[config.mk]
export PLATFORM = sky130hd
export DESIGN_NAME = cl_div_26bit
export DESIGN_NICKNAME = d
export VERILOG_FILES = /design/src/rtl/cl_div_26bit.sv
export SDC_FILE = /design/constraint.sdc
export NUM_CORES = 1
export LEC_CHECK = 0
export ABC_AREA = 1
export BUFFER_PORTS_ARGS = -buffer_cell sky130_fd_sc_hd__buf_2
export CAP_MARGIN = 30
export CORE_MARGIN = 2
export CORE_UTILIZATION = 35
export CTS_CLUSTER_DIAMETER = 150
export DETAILED_ROUTE_END_ITERATION = 10
export GPL_TIMING_DRIVEN = 0
export PLACE_DENSITY = 0.62
export SETUP_SLACK_MARGIN = 0.3
export SLEW_MARGIN = 30
export SYNTH_ARGS = -nofsm -noshare
export SYNTH_HDL_FRONTEND = slang
export SYNTH_SLANG_ARGS = --single-unit
[constraint.sdc]
create_clock -name clk -period 22.1 [get_ports clk]
set_clock_uncertainty 0.05 [all_clocks]
set_input_delay 1.105 -clock clk [delete_from_list [all_inputs] [get_ports clk]]
set_output_delay 1.105 -clock clk [all_outputs]
set_load 0.05 [all_outputs]
[src/rtl/cl_div_26bit.sv]
// Bit-serial carry-less (GF(2)[x]) polynomial divider: one dividend bit per clock,
// producing quotient and remainder with dividend = quotient*divisor ^ remainder.
module cl_div_26bit #(
    parameter int N = 26,
    parameter int M = 2*N-1
) (
    input  logic         clk,
    input  logic         rst,
    input  logic         start,
    input  logic [M-1:0] dividend,
    input  logic [N-1:0] divisor,
    output logic         busy,
    output logic         done,
    output logic         div_zero,
    output logic [M-1:0] quotient,
    output logic [N-2:0] remainder
);

    localparam int DW = $clog2(N);
    localparam int CW = $clog2(M);

    typedef enum logic [1:0] {IDLE, CALC, FIN} state_t;

    state_t         state;
    logic [M-1:0]   w;
    logic [N-1:0]   dreg;
    logic [DW-1:0]  d_idx;
    logic [N-1:0]   r;
    logic [M-1:0]   q;
    logic [CW-1:0]  cnt;
    logic           dz_pend;

    logic [DW-1:0]  msb;
    logic [N-1:0]   t;
    logic           hit;
    logic [N-1:0]   r_next;

    // NOTE: every always_comb output gets a default first so no latch is inferred.
    always_comb begin
        msb = '0;
        for (int i = 0; i < N; i++) begin
            if (divisor[i]) msb = DW'(i);
        end
    end

    // One long-division step: bring down the next dividend bit, subtract (XOR)
    // the divisor whenever the leading coefficient lines up with its degree.
    always_comb begin
        t      = {r[N-2:0], w[cnt]};
        hit    = t[d_idx];
        r_next = hit ? (t ^ dreg) : t;
    end

    // NOTE: sequential state uses non-blocking assignments only, so every
    // register samples the pre-edge values of the others.
    always_ff @(posedge clk or posedge rst) begin
        if (rst) begin
            state     <= IDLE;
            w         <= '0;
            dreg      <= '0;
            d_idx     <= '0;
            r         <= '0;
            q         <= '0;
            cnt       <= '0;
            dz_pend   <= 1'b0;
            busy      <= 1'b0;
            done      <= 1'b0;
            div_zero  <= 1'b0;
            quotient  <= '0;
            remainder <= '0;
        end else begin
            done <= 1'b0;
            case (state)
                IDLE: begin
                    if (start) begin
                        w       <= dividend;
                        dreg    <= divisor;
                        d_idx   <= msb;
                        r       <= '0;
                        q       <= '0;
                        cnt     <= CW'(M-1);
                        dz_pend <= (divisor == '0);
                        state   <= (divisor == '0) ? FIN : CALC;
                    end
                end
                CALC: begin
                    busy <= 1'b1;
                    r    <= r_next;
                    q    <= {q[M-2:0], hit};
                    cnt  <= cnt - 1'b1;
                    if (cnt == '0) state <= FIN;
                end
                FIN: begin
                    quotient  <= q;
                    remainder <= r[N-2:0];
                    div_zero  <= dz_pend;
                    done      <= 1'b1;
                    busy      <= 1'b0;
                    state     <= IDLE;
                end
                default: state <= IDLE;
            endcase
        end
    end

endmodule

# Word-level counts from Yosys, hierarchy flattened
# Index checks and enable logic that the tools add are counted.
# word_totals
register_bits	245
rom_bits	0
input_bits	80
latchBits	0
ram_bits	0
n_memories	0
# classes
add_sub_neg	1
div	0
shifts	0
n_eq_ne	4
n_reduce_logical	8
mux	42
mul	0
magnitude_cmp	2
bitwise_logic	1
# ops
cell	count
5-bit two-way mux	23
51-bit case mux with 2 select lines	1
51-bit two-way mux	1
25-bit two-way mux	2
25-bit case mux with 2 select lines	1
26-bit logical NOT	1
25-bit XOR	1
6-bit case mux with 2 select lines	1
2-bit two-way mux	4
6-bit by 7-bit less-than comparator with 1-bit output, second input constant	1
1-bit binary-select mux with 6-bit select	1
6-bit logical NOT	1
5-bit by 6-bit less-than comparator with 1-bit output, second input constant	1
6-bit two-way mux	1
2-bit AND reduction	3
6-bit by 1-bit subtractor with 6-bit output, second input constant	1
1-bit binary-select mux with 5-bit select	1
1-bit two-way mux	4
2-bit != test, second input constant	2
2-bit case mux with 2 select lines	1
2-bit nonzero test	2
2-bit by 1-bit == test with 1-bit output, second input constant	1
2-bit == test, second input constant	1
2-bit logical NOT	1
1-bit case mux with 2 select lines	1

# Longest topological paths before layout
# Gate-level depths: netlist of the first run.
# depth
depth_word	25
ltp_mapped	25

# Worst setup path before layout of the first run
# No wires, ideal clock.
# synth_timing
path_type	input to register
from	input port divisor[2]
to	register d_idx[0]
t_required_ps	21973
path_slack_ps	19769
t_arrival_ps	2204
cell_stages	25
path_buffers	0
path_cell_list	inv_1 -> nand2_1 -> nand2_1 -> nand2_1 -> nand2_1 -> nand2_1 -> nand2_1 -> nand2_1 -> nand2_1 -> nand2_1 -> nand2_1 -> nand2_1 -> nand2_1 -> nand2_1 -> nand2_1 -> nand2_1 -> nand2_1 -> nand2_1 -> nand2_1 -> nand2_1 -> nand2_1 -> nand2_1 -> nand2_1 -> nand2_1 -> a21oi_1
# synth_via
elab_chain_cells	24
# synth_lines
item	line	text
from (decl)	11	input logic [N-1:0] divisor,
2-bit two-way mux	42	if (divisor[i]) msb = DW'(i);
5-bit two-way mux (23 in series)	42	
to (signal assigned)	78	d_idx <= msb;
to (decl)	27	logic [DW-1:0] d_idx;
# No other way between the ends.
# A chain may end at the register's enable or synchronous reset.

# Worst setup path in the final report of the first run
# layout_timing
from	register cnt[1]
to	register r[10]
# layout_via
elab_chain_cells	6
# layout_lines
item	line	text
from (decl)	30	logic [CW-1:0] cnt;
from (signal assigned)	81	cnt <= CW'(M-1);
from (signal assigned)	90	cnt <= cnt - 1'b1;
1-bit binary-select mux with 6-bit select	49	t = {r[N-2:0], w[cnt]};
1-bit two-way mux (not written as such)	49	
1-bit binary-select mux with 5-bit select	50	hit = t[d_idx];
1-bit two-way mux (not written as such)	50	
25-bit two-way mux	51	r_next = hit ? (t ^ dreg) : t;
25-bit case mux with 2 select lines	73	case (state)
to (signal assigned)	88	r <= r_next;
to (decl)	28	logic [N-1:0] r;
# No other way between the ends. The select of a mux whose other input is x is not followed.

==> results_dict.tcl, run 1 <==
set metrics [dict create \
    synthMuxAreaShare 0.004249 \
    cts_tree "yes" \
    stdcell_count 1864 \
    finalCritPeriodShare 0.1214 \
    gr-total-overflow 0 \
    wl_per_cell_um 14.97 \
    cts_max_level 1 \
    synthSimpleGateAreaFrac 0.2078 \
    p_int_mw 1.155 \
    synth_flop_cell "dfrtp_1" \
    cp_max_fo 11 \
    cts_made_buffers 27 \
    synthCells 1264 \
    grt_max_degree 84 \
    pin_count 159 \
    synth_fa_ha_area_frac 0.005901 \
    max_slew_margin 0.5074 \
    crit_chain "inv_1 -> buf_2 -> o21ai_0 -> o221ai_1 -> nand3_1 -> nand3_1 -> nand2_1 -> nand2_1 -> nand2_1 -> nand2_1 -> nand2_1 -> nand2_1 -> nand2_1 -> nand2_2 -> buf_6 -> nand2_1 -> nand2_1 -> nand2_1 -> nand2_1 -> nand2_1" \
    design_area_mm2 0.01288 \
    ys_ff_latch 245 \
    n_antenna_cell 0 \
    p_sw_mw 0.9812 \
    track_usage 0.1768 \
    vdd_ir_drop_max_v 0.00005461 \
    critPathTopFamily "simple AND/OR/NAND/NOR gates" \
    drtIter0Drc 703 \
    drt_wl_total_um 27910 \
    synth_area_leaders "dfrtp_1, nand2_1, nor2_1" \
    synth_xor_area_frac 0.0008262 \
    die_width_um 178.0 \
    yosysWarnings 0 \
    port_buffers 158 \
    critPathKind "flop to flop" \
    die_h_um 178.0 \
    antenna_found_initial 0 \
    ys_types 34 \
    drt-vias-per-instance 4.799 \
    placementRows 63 \
    yosysTopAreaCell "dfrtp_1" \
    syn-num-nets 1349 \
    combPwrFrac 0.439 \
    route.detailed.drc 0 \
    grt_pass1_wl_um 45040 \
    crit_required_ns 22.48 \
    area_delta_synth_final_pct 21.49 \
    drv_slew 0 \
    clockBufferDepth 3 \
    nFillCells 2999 \
    cts_root_buffer "clkbuf_16" \
    critPathLaunchType "flop" \
    p_sw_frac 0.4594 \
    ys_seq_area_frac 0.5783 \
    cap_violations 0 \
    synthMostInstantiatedCell "nand2_1" \
    vias 8946 \
    yosysTopAreaCellShare 0.5783 \
    worstPathArrival_ns 3.06 \
    tightest_slew_ns 0.7322 \
    ant_nets 0 \
    core-area_mm2 0.02972 \
    holdCritPathClass "flop to flop" \
    cts.sinks 245 \
    final-setup-viol-count 0 \
    async_flop_share 1.000 \
    slowest_stage "dfrtp_1" \
    dpl.cell_count 1814 \
    synth_compound_area_frac 0.1245 \
    cts_hold_buf 0 \
    power_mw 2.136 \
    pre_cts_ws_ns 18.69 \
    power_per_cell_area_mw_per_mm2 165.8 \
    clock_latency_ns 0.54 \
    initial_core_util 0.3567 \
    first_global_vias 8682 \
    clock_power_share 0.219 \
    drive_above_1_share 0.1567 \
    fin_ws_ns 19.42 \
    fin_hold_ws_ns 0.4219 \
    synth_edf_count 0 \
    final_nets 1538 \
    finalHoldViolCount 0 \
    max_freq_ghz 0.3726 \
    drt_pre_antenna_iters 7 \
    syn_avg_cell_area_um2 8.387 \
    p_leak_nw 6.459 \
    place_area_mm2 0.01194 \
    synth_area_mm2 0.01060 \
    slowest_delay_ns 0.45 \
    finish.utilization 0.4334 \
    status "finished, final reports clean" \
    cts.clk_slew.worst_paths_ns 0.06 \
    cts_setup_buffers 0 \
    gp_congestion 0.8738 \
    die_area_mm2 0.03170 \
    critPathMostFrequentCell "nand2_1" \
    path_buf_inv 3 \
    min_period_ns 2.684 \
    seq_power_share 0.342 \
    cp-end-kind "flop" \
    rsz0062_at_grt "false" \
    post_cts_resized 0 \
    dp.final_hpwl_um 19830 \
    finalSetupTns_ns 0 \
    synth_top_family_by_area "simple AND/OR/NAND/NOR gates" \
    synth_commonest_cells "nand2_1, dfrtp_1, nor2_1" \
]
## path summary, 6_finish.rpt
path	cells past startpoint	from	end	slack, ns
max in group asynchronous	3	rst	r[15]$_DFFE_PP0P_	20.56
min in group asynchronous	2	rst	w[9]$_DFFE_PP0P_	0.61
worst min register to register	2	w[18]$_DFFE_PP0P_	w[18]$_DFFE_PP0P_	0.42
worst max register to register	20	cnt[1]$_DFFE_PP0P_	r[10]$_DFFE_PP0P_	19.42
worst min-delay path	2	w[18]$_DFFE_PP0P_	w[18]$_DFFE_PP0P_	0.42
worst max-delay path	20	cnt[1]$_DFFE_PP0P_	r[10]$_DFFE_PP0P_	19.42
## power by group through the flow
| stage | clock, mW | combinational (mW) | sequential [mW] |
|---|---|---|---|
| finish | 0.467 | 0.938 | 0.731 |
| global placement | 0 | 0.923 | 0.734 |
| global route | 0.494 | 1.04 | 0.752 |
| CTS | 0.477 | 0.943 | 0.731 |
| detailed placement | 0 | 0.938 | 0.736 |
| floorplan | 0 | 0.441 | 0.966 |
## final cells by class
class | instances | area, µm² | area share
Sequential cell | 245 | 6131 | 0.4760
Multi-Input combinational cell | 808 | 3647 | 0.2832
Buffer | 67 | 290.3 | 0.02254
Inverter | 144 | 548.0 | 0.04255
Clock inverter | 10 | 135.1 | 0.01049
Clock buffer | 40 | 794.5 | 0.06169
Tap cell | 390 | 488.0 | 0.03789
Timing Repair Buffer | 160 | 845.8 | 0.06567
## tightest hold or removal path: stages (launching register included)
cell and delay (ns):
dfrtp_1 0.33, nand2_1 0.05, nand2_1 0.05
## cells in the final DEF, fill, tap and decap left out, types with 7 or more instances in the layout
master	Yosys	layout
nand2_1	337	337
clkbuf_1	48	54
o22ai_1	56	56
dfrtp_1	245	245
a21oi_1	94	93
nand3_1	65	65
o21ai_0	64	64
nor2_1	144	144
clkbuf_8	0	7
buf_2	9	167
clkbuf_16	0	27
o21ai_1	9	8
inv_1	139	138
## registers in the layout, indices dropped and copies added (netlist names)
name       flops
d_idx          5
busy           1
q             51
state          2
cnt            6
dreg          25
dz_pend        1
w             51
r             25
div_zero       1
quotient      51
done           1
remainder     25
## routing by layer
layer | GRT usage | up-vias | routed length, µm
li1 | - | 4435 | -
met1 | 0.2612 | 4222 | 13350
met2 | 0.2684 | 241 | 12140
met3 | 0.02792 | 48 | 1723
met4 | 0.04986 | 0 | 699
met5 | 0 | - | 0
## logic make-up (layout without fill, tap and decap cells)
logic type      after synthesis  count (layout)
xor+xnor                      1               1
simple gates                558             558
flops                       245             245
mux                           4               4
fa+ha+maj                     5               5
buf+inv                     211             421
compound gates              240             240
No activity file was read; power rests on OpenSTA's default activity.
==> inputs of run 2 (changes only) <==
--- a/config.mk
+++ b/config.mk
@@ -5,7 +5,7 @@
 export SDC_FILE = /design/constraint.sdc
 export NUM_CORES = 1
 export LEC_CHECK = 0
-export ABC_AREA = 1
+export ABC_AREA = 0
 export BUFFER_PORTS_ARGS = -buffer_cell sky130_fd_sc_hd__buf_2
 export CAP_MARGIN = 30
 export CORE_MARGIN = 2
==> constraint.sdc (replaced) <==
create_clock -name clk -period 2.78 [get_ports clk]
set_clock_uncertainty 0.05 [all_clocks]
set_input_delay 0.139 -clock clk [delete_from_list [all_inputs] [get_ports clk]]
set_output_delay 0.139 -clock clk [all_outputs]
set_load 0.05 [all_outputs]
==> results_dict.tcl, run 2 <==
set metrics [dict create \
    ys_ff_latch 245 \
    drt_pre_antenna_iters 5 \
    synthCells 823 \
    min_period_ns 2.493 \
    clockBufferDepth 3 \
    clock_latency_ns 0.54 \
    r2r-start "d_idx[0]$_DFFE_PP0P_" \
    p_leak_nw 6.651 \
    grt_max_degree 30 \
    cp-end-kind "flop" \
    drive_above_1_share 0.3820 \
    critPathLaunch "d_idx[0]$_DFFE_PP0P_" \
    synth_commonest_cells "dfrtp_1, mux2_2, nand2_1" \
    max_freq_ghz 0.4011 \
    worstPathArrival_ns 2.85 \
    status "finished, final reports clean" \
    final-setup-viol-count 0 \
    r2r_end "r[18]$_DFFE_PP0P_" \
    stdcell_count 1527 \
    synth_area_leaders "dfrtp_1, mux2_2, a22o_1" \
    drv_slew 0 \
    syn_avg_cell_area_um2 13.00 \
    reg2reg_depth 9 \
    critical_path.endpoint "r[18]$_DFFE_PP0P_" \
    syn-num-nets 908 \
    area_delta_synth_final_pct 32.72 \
    critPathLaunchType "flop" \
    yosysWarnings 0 \
    synth_flop_cell "dfrtp_1" \
    drtIter0Drc 384 \
    tightest_slew_ns 0.6939 \
    dr_wl_met2_um 13080 \
    reg.largest.list "q: 51 flops, quotient: 51 flops, w: 51 flops" \
    dp.final_hpwl_um 18330 \
    first_global_vias 7704 \
    synthMostInstantiatedCell "dfrtp_1" \
    ff2ff_setup_slack_ns 0.29 \
    cts.sinks 245 \
    power_mw 12.42 \
    finalCritPeriodShare 0.8968 \
    grt_pass1_wl_um 42780 \
    initial_core_util 0.3526 \
    async_flop_share 1.000 \
    ys_seq_area_frac 0.5730 \
    gp_congestion 0.8493 \
    cts.clk_slew.worst_paths_ns 0.06 \
    crit_required_ns 3.14 \
    vdd_ir_drop_max_v 0.0005753 \
    cp.depth 9 \
    vias 7593 \
    fin_ws_ns 0.2868 \
    cts_max_level 1 \
    cts_tree "yes" \
    met3_length_um 1429 \
    synth_edf_count 0 \
    finalHoldViolCount 0 \
    fin_hold_ws_ns 0.1508 \
    holdCritPathClass "primary input to async pin" \
    core-area_mm2 0.03035 \
    drt-vias-per-instance 4.972 \
    crit_chain "buf_12 -> mux4_2 -> mux2i_1 -> a32oi_2 -> o21ai_4 -> clkbuf_16 -> a311oi_2 -> xnor2_1 -> o21ai_1" \
    drt_wl_total_um 26780 \
    pin_count 159 \
    cp_max_fo 7 \
    finish.utilization 0.4679 \
    critPathKind "flop to flop" \
    top_layer "met4" \
    slowest_stage "mux4_2" \
    yosysTopAreaCellShare 0.5730 \
    rsz0062_at_grt "true" \
    cap_violations 0 \
    cts_root_buffer "clkbuf_16" \
    port_buffers 158 \
    critPathTopFamily "multiplexers" \
    track_usage 0.1686 \
    wl_per_cell_um 17.54 \
    route.detailed.drc 0 \
    ys_types 51 \
    die_width_um 178.9 \
    final_cell_mix "dfrtp_1, buf_2, mux2_2" \
    final_common_cell "dfrtp_1" \
    gr-total-overflow 0 \
    wl_met1_um 11800 \
    pre_cts_ws_ns 0.07260 \
    antenna_found_initial 0 \
    die_h_um 178.9 \
    cts_made_buffers 28 \
    die_area_mm2 0.03199 \
    yosysTopAreaCell "dfrtp_1" \
    power_per_cell_area_mw_per_mm2 874.4 \
    placementRows 64 \
    final_nets 1196 \
    slowest_delay_ns 0.52 \
    n_antenna_cell 0 \
    dpl.cell_count 1386 \
    path_buf_inv 2 \
    max_slew_margin 0.5374 \
    ant_nets 0 \
    synth_area_mm2 0.01070 \
]
==> run 2: how the worst min path moves through the flow <==
stage,slack (ns),end,depth (start not counted),from
after global routing,0.19,dreg[1]$_DFFE_PP0P_,3,rst
after CTS,0.15,dreg[1]$_DFFE_PP0P_,3,rst
after floorplan,0.21,dreg[10]$_DFFE_PP0P_,2,divisor[10]
after global placement,0.32,w[14]$_DFFE_PP0P_,2,dividend[14]
after detailed placement,0.17,remainder[7]$_DFFE_PP0P_,2,rst
final,0.15,remainder[7]$_DFFE_PP0P_,3,rst
==> run 2: where the power goes <==
part           internal, mW  switching [mW]
registers              4.28           0.391
clock network          2.40            1.46
logic                  1.65            2.24
total                  8.33            4.09
==> run 2: layout make-up <==
| cell class | instances | area [µm²] |
|---|---|---|
| flip-flops and latches | 245 | 6131 |
| plain buffers | 55 | 356.6 |
| fillers | 2704 | 16150 |
| repair buffers | 258 | 1894 |
| clock inverters | 11 | 158.9 |
| multi-input cells | 482 | 4190 |
| well taps | 396 | 495.5 |
| inverters | 41 | 161.4 |
| clock buffers | 39 | 813.3 |
==> run 2: kinds of logic (layout without fill, tap and decap cells) <==
kind of cell,after synthesis,after routing,share of synthesized area
buffers and inverters,96,404,0.04245
flip-flops,245,245,0.5730
XOR/XNOR,28,28,0.02292
adder cells (fa/ha/maj),5,5,0.005847
AO/OA/AOI/OAI,172,172,0.1272
AND/OR/NAND/NOR,122,122,0.04946
multiplexers,155,155,0.1791
==> run 2: tightest hold or removal path: cells and delay by family <==
| family | cells | cell delay, ns |
|---|---|---|
| buffers and inverters | 3 | 1.03 |
==> run 2: what timing repair did <==
action / in CTS / in global routing
buffers inserted: 1 / 9
resized for setup: 11 / 33
pin swaps: 0 / 14
endpoints found under the setup margin: 59 / 112
hold endpoints to repair: 172 / 0
cloned: 0 / 2
hold buffers: 79 / 0
==> run 2: stage by stage <==
stage | TNS (ns) | area [µm²]
5_1_grt | 0 | 14200
3_5_place_dp | 0 | 12180
4_1_cts | 0 | 13980
2_1_floorplan | -153.56 | 10700
6_report | 0 | 14200
3_3_place_gp | -529.41 | 11990
==> run 2: per-layer routing <==
metal	global-route usage	vias up
met5	0	-
met4	0.04031	0
met3	0.03350	36
met2	0.2772	174
met1	0.2293	3842
li1	-	3541
